`config.mk`:
```
export PLATFORM = sky130hd
export DESIGN_NAME = ula_result_serializer_flat
export DESIGN_NICKNAME = d
export VERILOG_FILES = /design/src/rtl/ula_result_serializer_pkg.sv /design/src/rtl/ula_result_serializer_if.sv /design/src/rtl/ula_result_serializer_fifo.sv /design/src/rtl/ula_result_serializer.sv /design/src/flat_wrapper.sv
export SDC_FILE = /design/constraint.sdc
export NUM_CORES = 1
export LEC_CHECK = 0
export CAP_MARGIN = 25
export CORE_MARGIN = 2
export CORE_UTILIZATION = 52
export CTS_BUF_LIST = sky130_fd_sc_hd__clkbuf_8
export CTS_CLUSTER_SIZE = 25
export DETAILED_ROUTE_END_ITERATION = 10
export PLACE_DENSITY_LB_ADDON = 0.25
export SYNTH_ARGS = -nofsm -noshare
export SYNTH_HDL_FRONTEND = slang
export SYNTH_SLANG_ARGS = --single-unit
export TNS_END_PERCENT = 1
```
`constraint.sdc`:
```
create_clock -name clk -period 1.9 [get_ports clk]
set_clock_uncertainty 0.15 [all_clocks]
set_input_delay 0.285 -clock clk [delete_from_list [all_inputs] [get_ports clk]]
set_output_delay 0.285 -clock clk [all_outputs]
set_load 0.02 [all_outputs]
```
`src/rtl/ula_result_serializer_pkg.sv`:
```
// ============================================================================
// Module  : ula_pkg
// Purpose : Shared types for the ULA result serializer (result word, byte index).
// Rev     : 1.0  initial release
// ============================================================================
`default_nettype none

package ula_pkg;

    localparam int ULA_RESULT_W = 16;

    typedef struct packed {
        logic                    zero;
        logic [ULA_RESULT_W-1:0] result;
    } ula_result_t;

    typedef enum logic [1:0] {
        B0 = 2'd0,
        B1 = 2'd1,
        B2 = 2'd2
    } ula_byte_idx_e;

    // B2 carries the zero flag; it is only reached when the flag byte is enabled.
    function automatic logic [7:0] select_byte(input ula_result_t   word,
                                               input ula_byte_idx_e idx,
                                               input logic          lsb_first);
        logic [7:0] lo;
        logic [7:0] hi;
        lo = word.result[7:0];
        hi = word.result[15:8];
        case (idx)
            B0:      return lsb_first ? lo : hi;
            B1:      return lsb_first ? hi : lo;
            default: return {7'b0, word.zero};
        endcase
    endfunction

endpackage

`default_nettype wire

```
`src/rtl/ula_result_serializer_if.sv`:
```
// ============================================================================
// Module  : ula_result_serializer_if
// Purpose : Word-in / byte-out handshake bundle of the ULA result serializer.
// Rev     : 1.0  initial release
// ============================================================================
`default_nettype none

interface ula_result_serializer_if
    import ula_pkg::*;
#(
    parameter int DEPTH = 4
) ();

    logic                     in_valid;
    logic                     in_ready;
    logic [ULA_RESULT_W-1:0]  in_result;
    logic                     in_zero;
    logic                     out_valid;
    logic                     out_ready;
    logic [7:0]               out_byte;
    logic                     out_first;
    logic                     out_last;
    logic [$clog2(DEPTH):0]   level;

    modport master (
        output in_valid,
        input  in_ready,
        output in_result,
        output in_zero,
        input  out_valid,
        output out_ready,
        input  out_byte,
        input  out_first,
        input  out_last,
        input  level
    );

    modport slave (
        input  in_valid,
        output in_ready,
        input  in_result,
        input  in_zero,
        output out_valid,
        input  out_ready,
        output out_byte,
        output out_first,
        output out_last,
        output level
    );

endinterface

`default_nettype wire

```
`src/rtl/ula_result_serializer_fifo.sv`:
```
// ============================================================================
// Module  : ula_result_fifo
// Purpose : Synchronous FIFO of ula_result_t words with occupancy count.
// Rev     : 1.0  initial release
// ============================================================================
`default_nettype none

module ula_result_fifo
    import ula_pkg::*;
#(
    parameter int DEPTH = 4
) (
    input  wire logic                   clk,
    input  wire logic                   rst,
    input  wire logic                   i_push,
    input  wire ula_result_t            i_data,
    input  wire logic                   i_pop,
    output ula_result_t                 o_head,
    output logic                        o_full,
    output logic                        o_empty,
    output logic [$clog2(DEPTH):0]      o_level
);

    localparam int                 C_AW   = $clog2(DEPTH);
    localparam logic [C_AW:0]      C_FULL = (C_AW + 1)'(DEPTH);

    ula_result_t        r_mem [DEPTH];
    logic [C_AW-1:0]    r_wr_ptr;
    logic [C_AW-1:0]    r_rd_ptr;
    logic [C_AW:0]      r_level;

    logic               w_push;
    logic               w_pop;

    assign o_full  = (r_level == C_FULL);
    assign o_empty = (r_level == '0);
    assign o_level = r_level;
    assign o_head  = r_mem[r_rd_ptr];

    assign w_push = i_push && !o_full;
    assign w_pop  = i_pop  && !o_empty;

    // DEPTH is a power of two, so the pointers wrap by natural overflow.
    always_ff @(posedge clk or posedge rst) begin
        if (rst) begin
            r_wr_ptr <= '0;
            r_rd_ptr <= '0;
            r_level  <= '0;
        end else begin
            if (w_push) r_wr_ptr <= r_wr_ptr + 1'b1;
            if (w_pop)  r_rd_ptr <= r_rd_ptr + 1'b1;
            case ({w_push, w_pop})
                2'b10:   r_level <= r_level + 1'b1;
                2'b01:   r_level <= r_level - 1'b1;
                default: r_level <= r_level;
            endcase
        end
    end

    always_ff @(posedge clk) begin
        if (w_push) r_mem[r_wr_ptr] <= i_data;
    end

endmodule

`default_nettype wire

```
`src/rtl/ula_result_serializer.sv`:
```
// ============================================================================
// Module  : ula_result_serializer
// Purpose : Buffers 16-bit ULA results and emits them as byte sequences.
//           Define ULA_SER_FLAG_BYTE_EN to append a zero-flag byte per word.
// Rev     : 1.0  initial release
// ============================================================================
`default_nettype none

module ula_result_serializer
    import ula_pkg::*;
#(
    parameter int DEPTH     = 4,
    parameter bit LSB_FIRST = 1'b1
) (
    input  wire logic                   clk,
    input  wire logic                   rst,
    ula_result_serializer_if.slave      bus
);

`ifdef ULA_SER_FLAG_BYTE_EN
    localparam ula_byte_idx_e C_LAST_IDX = B2;
`else
    localparam ula_byte_idx_e C_LAST_IDX = B1;
`endif

    ula_byte_idx_e              r_idx;

    ula_result_t                w_in_word;
    ula_result_t                w_head;
    logic                       w_full;
    logic                       w_empty;
    logic [$clog2(DEPTH):0]     w_level;
    logic                       w_out_valid;
    logic                       w_in_ready;
    logic                       w_push;
    logic                       w_fire;
    logic                       w_is_last;
    logic                       w_pop;

    assign w_in_word.zero   = bus.in_zero;
    assign w_in_word.result = bus.in_result;

    // in_ready depends only on occupancy and reset, never on out_ready.
    assign w_in_ready  = !rst && !w_full;
    assign w_out_valid = !w_empty;
    assign w_push      = bus.in_valid && w_in_ready;
    assign w_fire      = w_out_valid && bus.out_ready;
    assign w_is_last   = (r_idx == C_LAST_IDX);
    assign w_pop       = w_fire && w_is_last;

    ula_result_fifo #(
        .DEPTH   (DEPTH)
    ) u_fifo (
        .clk     (clk),
        .rst     (rst),
        .i_push  (w_push),
        .i_data  (w_in_word),
        .i_pop   (w_pop),
        .o_head  (w_head),
        .o_full  (w_full),
        .o_empty (w_empty),
        .o_level (w_level)
    );

    always_ff @(posedge clk or posedge rst) begin
        if (rst) begin
            r_idx <= B0;
        end else if (w_fire) begin
            if (w_is_last) begin
                r_idx <= B0;
            end else begin
                case (r_idx)
                    B0:      r_idx <= B1;
                    B1:      r_idx <= B2;
                    default: r_idx <= B0;
                endcase
            end
        end
    end

    assign bus.in_ready  = w_in_ready;
    assign bus.out_valid = w_out_valid;
    // Gate with out_valid so the unreset FIFO storage never shows up on out_byte.
    assign bus.out_byte  = w_out_valid ? select_byte(w_head, r_idx, LSB_FIRST) : 8'h00;
    assign bus.out_first = (r_idx == B0);
    assign bus.out_last  = w_is_last;
    assign bus.level     = w_level;

endmodule

`default_nettype wire
```
`src/flat_wrapper.sv`:
```
// flat-port wrapper written by rule: the top's interface ports become plain ports
module ula_result_serializer_flat import ula_pkg::*;
#(
    parameter int DEPTH     = 4,
    parameter bit LSB_FIRST = 1'b1
)
  (clk, rst, bus_in_valid, bus_in_ready, bus_in_result, bus_in_zero, bus_out_valid, bus_out_ready, bus_out_byte, bus_out_first, bus_out_last, bus_level);
  ula_result_serializer_if #(.DEPTH(DEPTH)) bus_i ();
  input  wire logic clk;
  input  wire logic rst;
  input wire logic [$bits(bus_i.in_valid)-1:0] bus_in_valid;
  output wire logic [$bits(bus_i.in_ready)-1:0] bus_in_ready;
  input wire logic [$bits(bus_i.in_result)-1:0] bus_in_result;
  input wire logic [$bits(bus_i.in_zero)-1:0] bus_in_zero;
  output wire logic [$bits(bus_i.out_valid)-1:0] bus_out_valid;
  input wire logic [$bits(bus_i.out_ready)-1:0] bus_out_ready;
  output wire logic [$bits(bus_i.out_byte)-1:0] bus_out_byte;
  output wire logic [$bits(bus_i.out_first)-1:0] bus_out_first;
  output wire logic [$bits(bus_i.out_last)-1:0] bus_out_last;
  output wire logic [$bits(bus_i.level)-1:0] bus_level;
  assign bus_i.in_valid = bus_in_valid;
  assign bus_in_ready = bus_i.in_ready;
  assign bus_i.in_result = bus_in_result;
  assign bus_i.in_zero = bus_in_zero;
  assign bus_out_valid = bus_i.out_valid;
  assign bus_i.out_ready = bus_out_ready;
  assign bus_out_byte = bus_i.out_byte;
  assign bus_out_first = bus_i.out_first;
  assign bus_out_last = bus_i.out_last;
  assign bus_level = bus_i.level;
  ula_result_serializer #(.DEPTH(DEPTH), .LSB_FIRST(LSB_FIRST)) u_core (.clk(clk), .rst(rst), .bus(bus_i));
endmodule
```
==> impl_metrics.ini, run 1 <==
[outcome]
outcome = finished with violations
violations = negative setup slack

[critical_path]
slowest_delay_ns = 0.45
crit_slowest_cell = dfrtp_2
criticalPathCategory = reg -> out
r2r-start = u_core.u_fifo.o_level[2]
setup.worst_path.start_class = register
cpLargestDelayFamily = flip-flops
worstPathRequired_ns = 1.46
reg2regPathDepth = 8
cp-end-kind = output port
rrSetupSlack_ns = -0.16
rr_endpoint = u_core.u_fifo.o_level[2]
crit_path_max_fanout = 16
crit_arrival_ns = 1.66
crit_chain = buf_12, mux2i_1, a22oi_1, and3_1, buf_6
cp.buffers_inverters = 2

[detailed_routing]
vias = 1650
ant_nets = 0
highest_layer = met4
first_pass_iters = 4
totalWireLength_um = 5358
dr_wl_met3_um = 297
wl_per_cell_um = 17.17
wl_met2_um = 2882
via_per_inst = 5.288
wirelength_met1_um = 2086
drt_iter0_drc = 106
drc = 0

[synthesis]
ys_seq_elements = 72
synth_top_area_cell = edfxtp_1
yosys-top-cells-area = edfxtp_1 64%, mux2i_1 11%, dfrtp_1 6.7%
synth_compound_area_share_pct = 4.843
ys.warnings.count = 0
syn_inst = 176
seq_area_frac_synth_pct = 70.81
syn-num-nets = 203
avgSynthCellArea_um2 = 17.03
muxShareOfSynthArea_pct = 11.52
synth_top_family_by_area = multiplexers
yosysTopAreaCellShare_pct = 64.13
synth-simple-area-share_pct = 4.802
synthXorXnorAreaFrac_pct = 2.046
synth_fa_ha_area_share_pct = 2.756
synth_cell_type_count = 27
synth_area_um2 = 2997

[timing]
relSlewSlack_pct = 77.68
fmax_ghz = 0.4783
setup_viol = 10
whs_ns = 0.2714
fin_tns_setup_ns = -1.508
finalCritPeriodShare_pct = 110.0
period_needed_ns = 2.091
rsz0062_at_grt = yes
worst_slew_pin_slew_ns = 0.3344
fin_ws_ns = -0.1909
drv_slew = 0
hold_viol_final = 0

[power]
powerDensity_nw_per_um2 = 1517
p_leak_uw = 0.001474
ir_drop_uv = 829.5

[cts]
cts_tree = yes
ctsHoldBuffers = 0
cts.sink_count = 72
clk_latency_ns = 0.34
htree_levels = 3
cts.path.max_buffers = 2
cts_made_buffers = 9
clkTransAtPathRegs_ns = 0.07
clk_root_buffer_cell = clkbuf_8

[global_route]
overflow = 0
antenna_found_initial = 0
grt_pass1_vias = 1715
grt_max_degree = 17
grt_pass1_wl_um = 8217
gr-usage-all-layers_pct = 18.27

[die]
die_area_um2 = 6386
start_util_pct = 54.09
fp-row-count = 27
io-pin-count = 36
fp.dieW_um = 79.91
dieHeight_um = 79.91
coreArea_um2 = 5540

[worst_hold_path]
hp-class = in -> async

[placed_design]
dp_hpwl_um = 3584
numPortBuffers = 34
post-place-ws_ns = -0.5453
globalplace.congestion = 0.7907

[cells_and_area]
areaGrowthSynthToFinish_pct = 27.56
diodes = 0
drive_above_1_share_pct = 27.08
nets = 263

[run]
maxCapViolCount = 0
-- worst min-delay path, cell delays in order --
cell and delay (ns):
clkdlybuf4s50_1 0.46, buf_4 0.16, inv_1 0.25
-- routing by layer --
layer,up-vias,global-route usage [%]
li1,786,-
met1,812,20.50
met2,44,31.67
met3,8,4.977
met4,0,9.492
met5,-,0
-- final cells by class --
type / count / area, um^2
flip-flops and latches: 72 / 2127
fillers: 368 / 1718
multi-input cells: 87 / 827.0
repair buffers: 57 / 590.6
clock buffers: 9 / 123.9
well taps: 72 / 90.09
inverters: 9 / 33.78
clock inverters: 6 / 30.03
-- layout by cell type, fill, tap and decap left out, types with 3 or more instances in the layout --
cell type / instances
edfxtp_1: 64
mux2i_1: 32
clkdlybuf4s50_1: 19
buf_4: 18
a22oi_1: 16
inv_1: 10
clkbuf_8: 9
and3_1: 8
buf_12: 7
dlygate4sd2_1: 6
buf_6: 6
xnor2_1: 4
and2_2: 4
ha_1: 4
dfrtp_1: 4
dfrtp_2: 4
xor2_1: 3
-- registers in the layout, indices dropped and copies added (netlist names) --
register                cells
u_core.u_fifo.r_wr_ptr      2
u_core.u_fifo.r_mem        64
u_core.u_fifo.o_level       3
u_core.u_fifo.r_rd_ptr      2
u_core.r_idx                1
-- metrics by stage --
| step | area, um^2 | util, % | std cells | power [uW] |
|---|---|---|---|---|
| after floorplan | 3014 | - | 176 | 3669 |
| after global routing | 3822 | 68.99 | 312 | 6073 |
| after global placement | 3597 | 64.93 | 296 | 4611 |
| after CTS | 3811 | 68.79 | 312 | 5797 |
| after detailed placement | 3597 | 64.93 | 296 | 4695 |
| final | 3822 | 68.99 | 312 | 5797 |
-- how the worst max path moves through the flow --
| stage | end | slack, ns | depth (start not counted) | start |
|---|---|---|---|---|
| floorplan | u_core.u_fifo.o_level[2] | -0.16 | 8 | u_core.u_fifo.o_level[2] |
| global route | bus_out_byte[4] | -0.25 | 5 | u_core.u_fifo.r_rd_ptr[1] |
| finish | bus_out_byte[4] | -0.19 | 5 | u_core.u_fifo.r_rd_ptr[1] |
| global placement | bus_out_byte[1] | -0.54 | 4 | u_core.u_fifo.r_rd_ptr[0] |
| detailed placement | bus_out_byte[4] | -0.55 | 4 | u_core.u_fifo.r_rd_ptr[0] |
| CTS | bus_out_byte[1] | -0.21 | 5 | u_core.u_fifo.r_rd_ptr[1] |
-- kinds of logic (layout without fill, tap and decap cells) --
group,Yosys count,after routing
mux,34,34
compound gates,18,18
flops,72,72
fa+ha+maj,6,6
xor+xnor,7,7
simple gates,22,22
buf+inv,17,81
-- synthesized netlist by cell type (all sizes together) --
cell    count
a21oi       1
and2        5
nand2       1
mux2        1
clkbuf      2
nand3       1
xnor2       4
nor2        3
dfrtp       8
xor2        3
a211oi      1
buf         6
ha          5
mux2i      33
nor2b       2
and3        9
fa          1
a22oi      16
edfxtp     64
or3         1
inv         9
-- where the power goes --
group | total [uW] | internal [uW] | switching (uW)
Sequential | 2130 | 1980 | 145
Clock | 949 | 449 | 500
Combinational | 2720 | 1380 | 1340
Total | 5800 | 3810 | 1990
-- timing repair --
action / CTS / global route
endpoints found under the setup margin: 17 / 11
setup buffers: 1 / 0
pin swaps: 13 / 5
resized for setup: 71 / 3
Note: power is estimated with default switching activity, not from simulation.
==> inputs of run 2 (changes only) <==
--- a/config.mk
+++ b/config.mk
@@ -15,4 +15,3 @@
 export SYNTH_ARGS = -nofsm -noshare
 export SYNTH_HDL_FRONTEND = slang
 export SYNTH_SLANG_ARGS = --single-unit
-export TNS_END_PERCENT = 1
==> run 2 against run 1 <==
  * Largest power group unchanged
  * The flow still finishes with violations (negative setup slack)
  * Core utilization up 0.81 points
  * Combinational power up 4%
  * Critical path type unchanged
  * Clock power about the same
  * Highest routed layer unchanged
==> impl_metrics.ini, run 2 (synthesis gave the netlist of run 1 again) <==
[outcome]
outcome = finished with violations
violations = negative setup slack

[critical_path]
setup.worst_path.start_class = register
criticalPathCategory = reg -> out
r2r-start = u_core.u_fifo.o_level[2]
crit_start = u_core.u_fifo.r_rd_ptr[1]
cp-end-kind = output port
worstPathRequired_ns = 1.46
crit_path_max_fanout = 16
rrSetupSlack_ns = -0.11
crit_arrival_ns = 1.66

[global_route]
overflow = 0
grt_max_degree = 17
antenna_found_initial = 0
grt_pass1_vias = 1759
grt_pass1_wl_um = 8286
gr-usage-all-layers_pct = 18.39

[die]
io-pin-count = 36
die_area_um2 = 6386
fp.dieW_um = 79.91
start_util_pct = 54.09
dieHeight_um = 79.91
coreArea_um2 = 5540
fp-row-count = 27

[cells_and_area]
final_area_um2 = 3867
areaGrowthSynthToFinish_pct = 29.06
nets = 266
drive_above_1_share_pct = 28.40
largest_reg_flops = 64
fillerInstances = 368
diodes = 0
layout_common_cells = 64 x edfxtp_1, 32 x mux2i_1, 19 x clkdlybuf4s50_1, 19 x buf_4, 16 x a22oi_1
multi_input_area_um2 = 827.0
largest-register = u_core.u_fifo.r_mem
regArea_um2 = 2127
fin_util_pct = 69.81
layout_commonest_cell = edfxtp_1

[placed_design]
place_area_um2 = 3597
globalplace.congestion = 0.7907
post-place-ws_ns = -0.5453
numPortBuffers = 34
dp_hpwl_um = 3584

[cts]
cts_tree = yes
clkTransAtPathRegs_ns = 0.07
htree_levels = 3
cts.path.max_buffers = 2
cts_made_buffers = 9
clk_root_buffer_cell = clkbuf_8
clk_latency_ns = 0.34
cts.sink_count = 72

[timing]
fmax_ghz = 0.4783
hold_viol_final = 0
worst_slew_pin_slew_ns = 0.3350
drv_slew = 0
relSlewSlack_pct = 77.64
finalCritPeriodShare_pct = 110.0
rsz0062_at_grt = yes
fin_ws_ns = -0.1908
period_needed_ns = 2.091
fin_tns_setup_ns = -1.403
setup_viol = 10

[detailed_routing]
via_per_inst = 5.321
totalWireLength_um = 5430
vias = 1676
wl_per_cell_um = 17.24
ant_nets = 0
first_pass_iters = 4
drt_iter0_drc = 73
drc = 0

[power]
p_leak_uw = 0.001498
p_switching_uw = 2008
ir_drop_uv = 845.8
p_int_uw = 3886
clkPwrFrac_pct = 16.1
swShare_pct = 34.07
powerDensity_nw_per_um2 = 1524
comb_power_share_pct = 47.8
p_seq_share_pct = 36.1

[run]
maxCapViolCount = 0

[worst_hold_path]
hp-class = in -> async
-- run 2: changes by cell type in the layout (fill, tap and decap cells not counted), sizes merged --
cell and delta:
buf +3
-- run 2: path summary, 6_finish.rpt --
check                                            endpoint  cells after the start
worst max-delay path                      bus_out_byte[4]                      5
worst min-delay path             u_core.u_fifo.o_level[1]                      3
worst max register to register   u_core.u_fifo.o_level[2]                      8
worst min register to register  u_core.u_fifo.r_wr_ptr[1]                      1
max in group asynchronous       u_core.u_fifo.r_rd_ptr[0]                      3
min in group clk                u_core.u_fifo.r_mem[2][7]                      1
-- run 2: power groups by stage --
stage          combinational [uW]  sequential, uW  clock, uW
4_1_cts                      2770            2130        967
2_1_floorplan                1490            2180          0
6_report                     2820            2130        946
3_3_place_gp                 2510            2100          0
3_5_place_dp                 2570            2120          0
5_1_grt                      2980            2150       1040
-- run 2: timing repair --
action	4_1_cts	5_1_grt
pin swaps	11	11
setup endpoints to repair	17	11
resized for setup	73	5
gates cloned	0	0
buffers inserted	3	1
hold buffers	0	0
-- run 2: worst max-delay path, stage by stage, from the launching register on --
cell and delay [ns]:
dfrtp_2 0.45, buf_12 0.18, mux2i_1 0.12, a22oi_1 0.24
and3_1 0.21, buf_6 0.12
-- run 2: cell type report --
type / instances / share of cell area, %
sequential: 72 / 55.00
multi-input combinational: 87 / 21.38
timing repair buffer: 60 / 16.43
clock buffer: 9 / 3.203
tap: 72 / 2.329
inverter: 9 / 0.8735
clock inverter: 6 / 0.7764
-- run 2: metrics by stage --
stage,power [uW],instances,hold WS [ns]
CTS,5858,314,0.2749
global placement,4611,296,0.4016
floorplan,3669,176,-0.04948
detailed placement,4695,296,0.4257
finish,5894,315,0.2713
global route,6170,315,0.3020
-- run 2: layer usage --
metal  global-route usage, %  routed length, um  vias up
li1                        -                  -      792
met1                   20.34               2148      832
met2                   31.83               2889       40
met3                   4.977                251       12
met4                   10.34                140        0
met5                       0                  0        -
==> inputs of run 3 (changes only) <==
--- a/config.mk
+++ b/config.mk
@@ -5,11 +5,11 @@
 export SDC_FILE = /design/constraint.sdc
 export NUM_CORES = 1
 export LEC_CHECK = 0
-export CAP_MARGIN = 25
+export ABC_CLOCK_PERIOD_IN_PS = 1900
 export CORE_MARGIN = 2
 export CORE_UTILIZATION = 52
 export CTS_BUF_LIST = sky130_fd_sc_hd__clkbuf_8
-export CTS_CLUSTER_SIZE = 25
+export CTS_CLUSTER_SIZE = 16
 export DETAILED_ROUTE_END_ITERATION = 10
 export PLACE_DENSITY_LB_ADDON = 0.25
 export SYNTH_ARGS = -nofsm -noshare
==> results of run 3 <==
Final layout, timing and power as in run 2 (identical DEF).
